<file path="src/rtl/diff_wb_pkg.sv">
// Shared types and constants for the diff_writeback stage.
// The clamp-event counter width lives here so the counter and its port agree.
package diff_wb_pkg;

  typedef enum logic [1:0] {
    S_IDLE  = 2'd0,
    S_PROC  = 2'd1,
    S_WRITE = 2'd2
  } state_e;

  localparam int SAT_CNT_W = 16;

endpackage : diff_wb_pkg

</file>
<file path="src/rtl/diff_writeback_round_clamp.sv">
// round_clamp: purely combinational round-half-up arithmetic right shift
// followed by a signed clamp to OUT_WIDTH. The intermediate is one bit wider
// than the input so the rounding add can never wrap.
module round_clamp #(
  parameter int DATA_WIDTH = 32,
  parameter int OUT_WIDTH  = 16,
  parameter int SHIFT      = 4
) (
  input  logic [DATA_WIDTH-1:0] din,
  output logic [OUT_WIDTH-1:0]  dout,
  output logic                  sat
);

  localparam int WW = DATA_WIDTH + 1;

  // Half an LSB of the shifted result; (1<<SHIFT)>>1 is zero when SHIFT==0,
  // which makes the no-shift build a plain pass-through.
  localparam logic signed [WW-1:0] RND = (WW'(1) << SHIFT) >> 1;

  // Output range limits expressed in the widened domain.
  localparam logic signed [WW-1:0] MAX_POS =
    {{(WW-OUT_WIDTH+1){1'b0}}, {(OUT_WIDTH-1){1'b1}}};
  localparam logic signed [WW-1:0] MIN_NEG =
    {{(WW-OUT_WIDTH+1){1'b1}}, {(OUT_WIDTH-1){1'b0}}};

  logic signed [WW-1:0] widened;
  logic signed [WW-1:0] rounded;
  logic signed [WW-1:0] shifted;

  // Sign-extend, add the rounding constant, shift, then clamp.
  // NOTE: every output gets a default before any branch, so no path leaves a
  // signal unassigned and no latch is inferred.
  always_comb begin
    widened = $signed({din[DATA_WIDTH-1], din});
    rounded = widened + RND;
    shifted = rounded >>> SHIFT;
    dout    = shifted[OUT_WIDTH-1:0];
    sat     = 1'b0;
    if (shifted > MAX_POS) begin
      dout = MAX_POS[OUT_WIDTH-1:0];
      sat  = 1'b1;
    end else if (shifted < MIN_NEG) begin
      dout = MIN_NEG[OUT_WIDTH-1:0];
      sat  = 1'b1;
    end
  end

endmodule : round_clamp

</file>
<file path="src/rtl/diff_writeback.sv">
// diff_writeback: pops one signed difference from the subtractor, rounds and
// clamps it to OUT_WIDTH, and pushes it into the output FIFO.
// Sequence per word: S_IDLE (pop) -> S_PROC (compute) -> S_WRITE (push).
// Optional feature: define DIFF_WB_SAT_COUNT_EN to build the clamp-event
// counter on sat_count; otherwise sat_count is tied to zero.
module diff_writeback
  import diff_wb_pkg::*;
#(
  parameter int DATA_WIDTH = 32,
  parameter int OUT_WIDTH  = 16,
  parameter int SHIFT      = 4
) (
  input  logic                  clock,
  input  logic                  reset,
  input  logic                  in_complete,
  input  logic [DATA_WIDTH-1:0] in_data,
  output logic                  in_rd_en,
  input  logic                  out_full,
  output logic                  out_wr_en,
  output logic [OUT_WIDTH-1:0]  out_din,
  output logic                  sat_flag,
  output logic [SAT_CNT_W-1:0]  sat_count
);

  state_e                state_q, state_d;
  logic [DATA_WIDTH-1:0] hold_q, hold_d;
  logic [OUT_WIDTH-1:0]  out_din_q, out_din_d;
  logic                  sat_flag_q, sat_flag_d;

  logic [OUT_WIDTH-1:0]  rc_dout;
  logic                  rc_sat;

  round_clamp #(
    .DATA_WIDTH (DATA_WIDTH),
    .OUT_WIDTH  (OUT_WIDTH),
    .SHIFT      (SHIFT)
  ) u_round_clamp (
    .din  (hold_q),
    .dout (rc_dout),
    .sat  (rc_sat)
  );

  // State register.
  // NOTE: non-blocking assignments so every flop samples pre-edge values,
  // independent of the order in which the always blocks are evaluated.
  always_ff @(posedge clock) begin
    if (reset) state_q <= S_IDLE;
    else       state_q <= state_d;
  end

  // Next-state logic: one pop, one compute cycle, then wait for FIFO space.
  always_comb begin
    state_d = state_q;
    unique case (state_q)
      S_IDLE:  if (in_rd_en)  state_d = S_PROC;
      S_PROC:                 state_d = S_WRITE;
      S_WRITE: if (out_wr_en) state_d = S_IDLE;
      default:                state_d = S_IDLE;
    endcase
  end

  // Handshake strobes; both are masked during reset so the reset cycle
  // neither consumes an upstream result nor pushes a stale word.
  always_comb begin
    in_rd_en  = !reset && (state_q == S_IDLE)  && in_complete;
    out_wr_en = !reset && (state_q == S_WRITE) && !out_full;
  end

  // Datapath next values: capture on pop, latch the result in S_PROC, and
  // otherwise hold so the word stays stable while the FIFO is full.
  always_comb begin
    hold_d     = hold_q;
    out_din_d  = out_din_q;
    sat_flag_d = sat_flag_q;
    if (in_rd_en) hold_d = in_data;
    if (state_q == S_PROC) begin
      out_din_d  = rc_dout;
      sat_flag_d = rc_sat;
    end
  end

  // Datapath registers; reset discards any held or unwritten word.
  always_ff @(posedge clock) begin
    if (reset) begin
      hold_q     <= '0;
      out_din_q  <= '0;
      sat_flag_q <= 1'b0;
    end else begin
      hold_q     <= hold_d;
      out_din_q  <= out_din_d;
      sat_flag_q <= sat_flag_d;
    end
  end

  assign out_din  = out_din_q;
  assign sat_flag = sat_flag_q;

`ifdef DIFF_WB_SAT_COUNT_EN
  logic [SAT_CNT_W-1:0] sat_cnt_q, sat_cnt_d;

  // Count pushes of clamped words, sticking at all-ones.
  always_comb begin
    sat_cnt_d = sat_cnt_q;
    if (out_wr_en && sat_flag_q && (sat_cnt_q != {SAT_CNT_W{1'b1}}))
      sat_cnt_d = sat_cnt_q + SAT_CNT_W'(1);
  end

  // Clamp-event counter register.
  always_ff @(posedge clock) begin
    if (reset) sat_cnt_q <= '0;
    else       sat_cnt_q <= sat_cnt_d;
  end

  assign sat_count = sat_cnt_q;
`else
  assign sat_count = '0;
`endif

endmodule : diff_writeback
</file>
<file path="config.mk">
export PLATFORM = sky130hd
export DESIGN_NAME = diff_writeback
export DESIGN_NICKNAME = d
export VERILOG_FILES = /design/src/rtl/diff_wb_pkg.sv /design/src/rtl/diff_writeback_round_clamp.sv /design/src/rtl/diff_writeback.sv
export SDC_FILE = /design/constraint.sdc
export NUM_CORES = 1
export LEC_CHECK = 0
export ABC_AREA = 0
export CAP_MARGIN = 20
export CORE_MARGIN = 2
export CORE_UTILIZATION = 51
export DETAILED_ROUTE_END_ITERATION = 8
export GPL_ROUTABILITY_DRIVEN = 0
export GPL_TIMING_DRIVEN = 0
export PLACE_DENSITY = 0.81
export SKIP_LAST_GASP = 1
export SLEW_MARGIN = 20
export SYNTH_ARGS = -nofsm -noshare
export SYNTH_HDL_FRONTEND = slang
export SYNTH_HIERARCHICAL = 1
export SYNTH_SLANG_ARGS = --single-unit
</file>
<file path="constraint.sdc">
create_clock -name clock -period 3 [get_ports clock]
set_input_delay 0.3 -clock clock [delete_from_list [all_inputs] [get_ports clock]]
set_output_delay 0.3 -clock clock [all_outputs]
set_load 0.02 [all_outputs]
</file>
### Yosys cells after proc, flatten, opt, wreduce, memory -nomap -nowiden

Cells that the tools add are included.

* divide/modulo/power cells: 0
* $lt $le $gt $ge: 2
* shift operators: 0
* reduce and logical (&&, ||, !) cells: 8
* add/subtract/negate cells: 1
* $mul: 0
* bitwise gates (word level): 0
* eq/ne operators: 4
* muxes and demuxes: 7

Operators by type and width (number)
* $add A32 B5 Y33 const B: 1
* $mux W16: 2
* $gt A29 B16 Y1 const B: 1
* $lt A29 B16 Y1 const B: 1
* $pmux W2 S3: 1
* $logic_and A1 B1 Y1: 4
* $mux W2: 2
* $ne A2 B2 Y1 const B: 2
* $eq A2 B1 Y1 const B: 1
* $eq A2 B2 Y1 const B: 1
* $logic_not A1 Y1: 2
* $logic_not A2 Y1: 1
* $mux W1: 2
* $reduce_and A2 Y1: 1

* output and inout bits: 35
* ROM bits: 0
* latch bits: 0
* register bits after elaboration: 51
* bits in writable memories: 0
* memories kept: 0
* input bits: 36

### Depth between registers and ports, before layout

Gate-level depths: netlist of the first run.

* depth in word-level cells: 5
* mapped depth: 12

### By module

The synthesis of the first run kept the hierarchy.

By module, submodules not included
* diff_writeback: instances 1, sequential area each 1021.0 sq um, area an instance 2153.3 sq um, cells each 241
* round_clamp: instances 1, sequential area each 0.0 sq um, area an instance 937.1 sq um, cells each 129

### Worst setup path after synthesis of the first run

Ideal clock, no wire load.

* path kind: register to register
* from: register hold_q[3]
* to: register out_din_q[0], in the netlist out_din[0]
* setup slack: 0.500 ns
* cell stages (with the launch flop): 12
* data required time: 2.928 ns
* arrival time: 2.428 ns
* library setup time: 0.072 ns
* cell sequence: dfxtp_1 > ha_1 > nand4_1 > nor4_1 > nand3_1 > xor2_1 > nor4_2 > a21oi_2 > buf_6 > o21ai_0 > nand2_1 > a21oi_1

* word-level cells in the longest chain between the ends: 4
* elaborated cells between the ends (all ways): 5
* those cells by class: add/sub: 1; order compare: 2; mux: 2

RTL lines
* start, declared: line diff_writeback.sv:26 `logic [DATA_WIDTH-1:0] hold_q, hold_d;`
* start signal, assigned: line diff_writeback.sv:89 `hold_q <= hold_d;`
* $add A32 B5 Y33 (*): line diff_writeback_round_clamp.sv:35 `rounded = widened + RND;`
* $lt A29 B16 Y1: line diff_writeback_round_clamp.sv:42 `end else if (shifted < MIN_NEG) begin`
* $mux W16: line diff_writeback_round_clamp.sv:42
* $mux W16 (*): line diff_writeback_round_clamp.sv:39 `if (shifted > MAX_POS) begin`
* via rc_dout[0]: line diff_writeback.sv:30 `logic [OUT_WIDTH-1:0] rc_dout;`
* end signal, assigned: line diff_writeback.sv:90 `out_din_q <= out_din_d;`
* end, declared: line diff_writeback.sv:27 `logic [OUT_WIDTH-1:0] out_din_q, out_din_d;`

The timed path passes the listed nets; every way through them passes the cells marked *.
A chain may end at the register's enable or synchronous reset.

### Final worst setup path of the first run

* from: register hold_q[8]
* to: register out_din_q[6], in the netlist out_din[6]

The elaborated chain is that of the path after synthesis.

==> flow_summary.yaml, run 1 <==
status:
  status: "completed"
layout:
  utilization: 0.673
  antenna_cells: 0
  drive_above_1_share: 0.286
  finalInstanceArea_sq_um: 3750
  area_growth_pct: 26.2
  nets: 470
  final_cells: 506
timing:
  finalHoldViolations: 0
  finClkSkew_ns: 0.00538
  setup_tns_ns: 0
  drv_slew: 0
  rsz0062_at_grt: "no"
  period_share: 0.923
  slew-limit-headroom: 0.519
  period_needed_ns: 2.77
  max_freq_mhz: 361
  worstMarginPinSlew_ns: 0.722
  setup_viol: 0
floorplanning:
  rows: 27
  die_w_microns: 80.4
  design.die.area_sq_um: 6460
  coreArea_sq_um: 5570
  pin_count: 71
  die_height_microns: 80.4
  start_util: 0.534
setup_path:
  r2r-start: "hold_q[8]"
  reg2reg_depth: 10
  criticalPathCategory: "flop to flop"
  cp_data_arrival_time_ns: 2.94
  r2r_end: "out_din[6]"
  startpoint_type: "flop"
  r2r_slack_ns: 0.23
  path_max_fanout: 10
  startpoint: "hold_q[8]"
  required_ns: 3.17
  cp-end-kind: "flop"
drt:
  via_count: 2666
  vias_per_cell: 5.27
  drc: 0
  wl_microns: 6710
  drt_iter0_markers: 207
  dr.pass1.iters: 5
  wl_per_cell_microns: 13.3
  drtAntennaViolNets: 0
placed_design:
  dpl_cell_area_sq_um: 3620
  io_buffer_count: 50
  dp_hpwl_microns: 5000
  dp.cells: 495
pwr:
  peakVddDrop_mv: 0.274
  intPower_mw: 1.07
  seqPwrFrac: 0.481
  cellPowerDensity_nw_per_um2: 409
  power.net_switching_mw: 0.466
  p_leak_nw: 1.35
  total_power_mw: 1.53
  pwr-share-clk: 0.258
  swShare: 0.304
  combPwrFrac: 0.261
clock_tree:
  postCtsHoldBufs: 0
  clk_path_buf_depth: 2
  clock_tree.root_cell: "clkbuf_8"
  worstSkewPairLatency_ns: 0.30
  cts_max_level: 2
  cts-buffers-inserted: 5
  cts.sinks: 48
  clk_pin_slew_ns: 0.08
  cts_tree: "done"
worst_hold_path:
  hold-path-endpoint: "state_q[0]"
  min_path_cells: 2
  hp-class: "input pin to flop"
  hp-start: "reset"
grt:
  grt_pass1_wl_microns: 11200
  grt.total_usage: 0.221
  grt_pass1_vias: 2433
  antenna_found_initial: 0
  grt_max_degree: 14
  overflow: 0
run:
  maxCapViolCount: 0
logic_synthesis:
  syn_inst: 358
  synth_area_sq_um: 2970
  yosysWarningCount: 6
  synth.avg_cell_area_sq_um: 8.31
## cell type report
cell class	count	area, sq um
flip-flops and latches	48	963
well taps	72	90.1
repair buffers	53	523
fillers	482	1820
plain buffers	36	292
inverters	3	11.3
clock buffers	8	90.1
multi-input cells	286	1780
## critical path, stage by stage (launching register included)
cell and delay, ns:
dfxtp_1 0.46, nand3_1 0.30, or3_4 0.47, nor4_4 0.37
nand3_1 0.16, o211ai_1 0.25, a41o_4 0.28, buf_12 0.15
o21ai_2 0.05, nand2_1 0.07, a21oi_1 0.07
## cells in the final DEF (no fill, tap or decap), types with 4 or more instances in the layout
master / n
a21oi_1: 22
a21oi_2: 29
and3_1: 5
buf_12: 4
buf_2: 6
buf_4: 21
clkbuf_1: 6
clkbuf_8: 6
clkdlybuf4s50_1: 50
conb_1: 16
dfxtp_1: 46
nand2_1: 76
nand2_2: 28
nand3_1: 14
nand4_1: 4
nor2_1: 12
o21ai_0: 6
o21ai_2: 9
xnor2_1: 8
xor2_1: 12
## how the worst max path moves through the flow
stage                     depth (start not counted)         end  slack, ns
after global routing                             11  out_din[6]      0.006
after floorplan                                  11  out_din[0]       0.50
after global placement                           11  out_din[0]       0.14
after detailed placement                         11  out_din[0]       0.02
after CTS                                        11  out_din[0]       0.12
final                                            10  out_din[6]       0.23
## power groups by stage
stage | Sequential, mW | Combinational [mW] | Clock, mW
after floorplan | 0.760 | 0.261 | 0
after global placement | 0.748 | 0.393 | 0
after detailed placement | 0.751 | 0.399 | 0
after CTS | 0.737 | 0.400 | 0.401
after global routing | 0.745 | 0.437 | 0.424
final | 0.738 | 0.401 | 0.395
## per-stage QoR
stage	hold WS [ns]	setup slack, ns
2_1_floorplan	0.436	0.500
3_3_place_gp	0.443	0.136
3_5_place_dp	0.449	0.0223
4_1_cts	0.289	0.123
5_1_grt	0.306	0.00648
6_report	0.289	0.230
## sequential cells by signal, summed over array words and instances, names as in the netlist
register  cells
hold_q       29
out_din      16
state_q       2
sat_flag      1
## per-layer routing
metal	global-route usage	vias to the layer above	share of wire
li1	-	1345	-
met1	0.293	1213	0.46
met2	0.363	95	0.47
met3	0.0337	13	0.050
met4	0.0780	0	0.019
met5	0	-	0
## what timing repair did
item | CTS | global route
resized for setup | 1 | 4
setup buffers | 0 | 3
setup endpoints to repair | 1 | 10
pin swaps | 0 | 2
No activity file was read; power rests on OpenSTA's default activity.
==> run 2: changes to the inputs <==
--- a/config.mk
+++ b/config.mk
@@ -7,11 +7,10 @@
 export LEC_CHECK = 0
 export ABC_AREA = 0
 export CAP_MARGIN = 20
-export CORE_MARGIN = 2
 export CORE_UTILIZATION = 51
 export DETAILED_ROUTE_END_ITERATION = 8
 export GPL_ROUTABILITY_DRIVEN = 0
-export GPL_TIMING_DRIVEN = 0
+export GPL_TIMING_DRIVEN = 1
 export PLACE_DENSITY = 0.81
 export SKIP_LAST_GASP = 1
 export SLEW_MARGIN = 20
==> run 2 against run 1 <==
Effect of this change: clock power rose by 17%; clock skew barely moved; first-iteration DRC count is 36% higher; largest power group unchanged; register-to-register slack better by 0.02 ns; global-route usage decreased by 0.84 points; critical endpoint is now out_din[4].
==> flow_summary.yaml, run 2 (synthesized netlist as in run 1, its figures left out) <==
pwr:
  peakVddDrop_mv: 0.295
  power.net_switching_mw: 0.461
  p_leak_nw: 1.22
  cellPowerDensity_nw_per_um2: 437
  seqPwrFrac: 0.472
  swShare: 0.297
  intPower_mw: 1.09
  pwr-share-clk: 0.298
  combPwrFrac: 0.230
setup_path:
  r2r_slack_ns: 0.25
  path_max_fanout: 16
  cp-end-kind: "flop"
  cp_data_arrival_time_ns: 2.92
  r2r-start: "hold_q[20]"
  startpoint_type: "flop"
  criticalPathCategory: "flop to flop"
  reg2reg_depth: 9
  required_ns: 3.17
  r2r_end: "out_din[4]"
timing:
  finalHoldViolations: 0
  finClkSkew_ns: 0.00528
  worstMarginPinSlew_ns: 0.646
  rsz0062_at_grt: "no"
  period_share: 0.916
  max_freq_mhz: 364
  setup_viol: 0
  slew-limit-headroom: 0.569
  drv_slew: 0
  fin_hold_ws_ns: 0.457
  setup_tns_ns: 0
  period_needed_ns: 2.75
drt:
  via_count: 2570
  dr.pass1.iters: 4
  drc: 0
  wl_per_cell_microns: 13.1
  drt_iter0_markers: 282
  drtAntennaViolNets: 0
  wl_microns: 6280
  vias_per_cell: 5.35
floorplanning:
  die_w_microns: 78.4
  die_height_microns: 78.4
  pin_count: 71
  rows: 27
  design.die.area_sq_um: 6140
  start_util: 0.534
  coreArea_sq_um: 5570
clock_tree:
  worstSkewPairLatency_ns: 0.30
  cts-buffers-inserted: 5
  clock_tree.root_cell: "clkbuf_8"
  clk_pin_slew_ns: 0.09
  clk_path_buf_depth: 2
  cts_max_level: 2
  postCtsSetupBuffers: 0
  cts.sinks: 48
  cts_tree: "done"
grt:
  grtUsageMet3: 0.0326
  antenna_found_initial: 0
  grt.total_usage: 0.212
  grt_max_degree: 49
  overflow: 0
  met2_usage: 0.332
  grt-busiest-layer: "met2"
  use_met1: 0.287
  grt_pass1_vias: 2329
  grt_pass1_wl_microns: 10500
layout:
  final_cells: 480
  final_cell_mix: "nand2_1 (76), clkdlybuf4s50_1 (50), dfxtp_1 (48), nand2_2 (28), a21oi_2 (28)"
  area_growth_pct: 19.1
  drive_above_1_share: 0.248
  nets: 444
  regMostFlops: "hold_q"
  largest_reg_flops: 29
  layout_commonest_cell: "nand2_1"
  antenna_cells: 0
worst_hold_path:
  min_path_cells: 2
  hp-class: "flop to flop"
  hp-start: "out_din[15]"
  hold-path-endpoint: "out_din[15]"
placed_design:
  io_buffer_count: 51
  dp_hpwl_microns: 4580
  dp.cells: 472
status:
  status: "completed"
run:
  maxCapViolCount: 0
[run 2: cell count changes in the layout (fill, tap and decap cells not counted), sizes merged]
cell	change
clkbuf	-7
clkinv	+1
bufinv	+1
buf	-21
[run 2: cell type report]
type                       count  area, sq um
clock inverter                 2         35.0
fill                         476         2030
multi-input combinational    286         1780
tap                           72         90.1
sequential                    48          961
inverter                       3         11.3
timing repair buffer          63          596
clock buffer                   6         72.6
[run 2: metal layers]
metal,vias up,part of all wire
met3,10,0.038
met2,68,0.47
li1,1286,-
met4,0,0.021
met5,-,0
met1,1206,0.47
[run 2: worst max path at each step]
stage	from	end	slack, ns	cells after the start
2_1_floorplan	hold_q[3]	out_din[0]	0.50	11
3_3_place_gp	hold_q[20]	out_din[1]	0.17	9
3_5_place_dp	hold_q[20]	out_din[4]	0.11	9
4_1_cts	hold_q[20]	out_din[4]	0.06	9
5_1_grt	hold_q[20]	out_din[5]	0.09	9
6_report	hold_q[20]	out_din[4]	0.25	9
[run 2: per-stage QoR]
step	setup WS, ns	total power [mW]	utilization	instance area (sq um)
after floorplan	0.500	1.02	-	3030
after global placement	0.173	1.09	0.614	3420
after detailed placement	0.112	1.10	0.614	3420
after CTS	0.0640	1.56	0.634	3530
after global routing	0.0922	1.63	0.635	3540
final	0.253	1.55	0.635	3540
[run 2: worst max-delay path, cell delays in order (launching register included)]
cell and delay (ns):
dfxtp_1 0.52, nand4_2 0.20, or3_4 0.44, nor4_4 0.39, nand3_1 0.18, o211ai_1 0.24
a41o_4 0.37, o21ai_0 0.13, nand2_1 0.08, a21oi_1 0.05
[run 2: power by group through the flow]
stage	Sequential (mW)	Clock (mW)	Combinational [mW]
floorplan	0.760	0	0.261
global placement	0.742	0	0.350
detailed placement	0.746	0	0.353
CTS	0.731	0.471	0.357
global route	0.738	0.497	0.391
finish	0.731	0.462	0.356
[run 2: repair_timing]
action / CTS / global route
hold buffers: 0 / 0
resized for setup: 0 / 1
setup endpoints to repair: 0 / 13
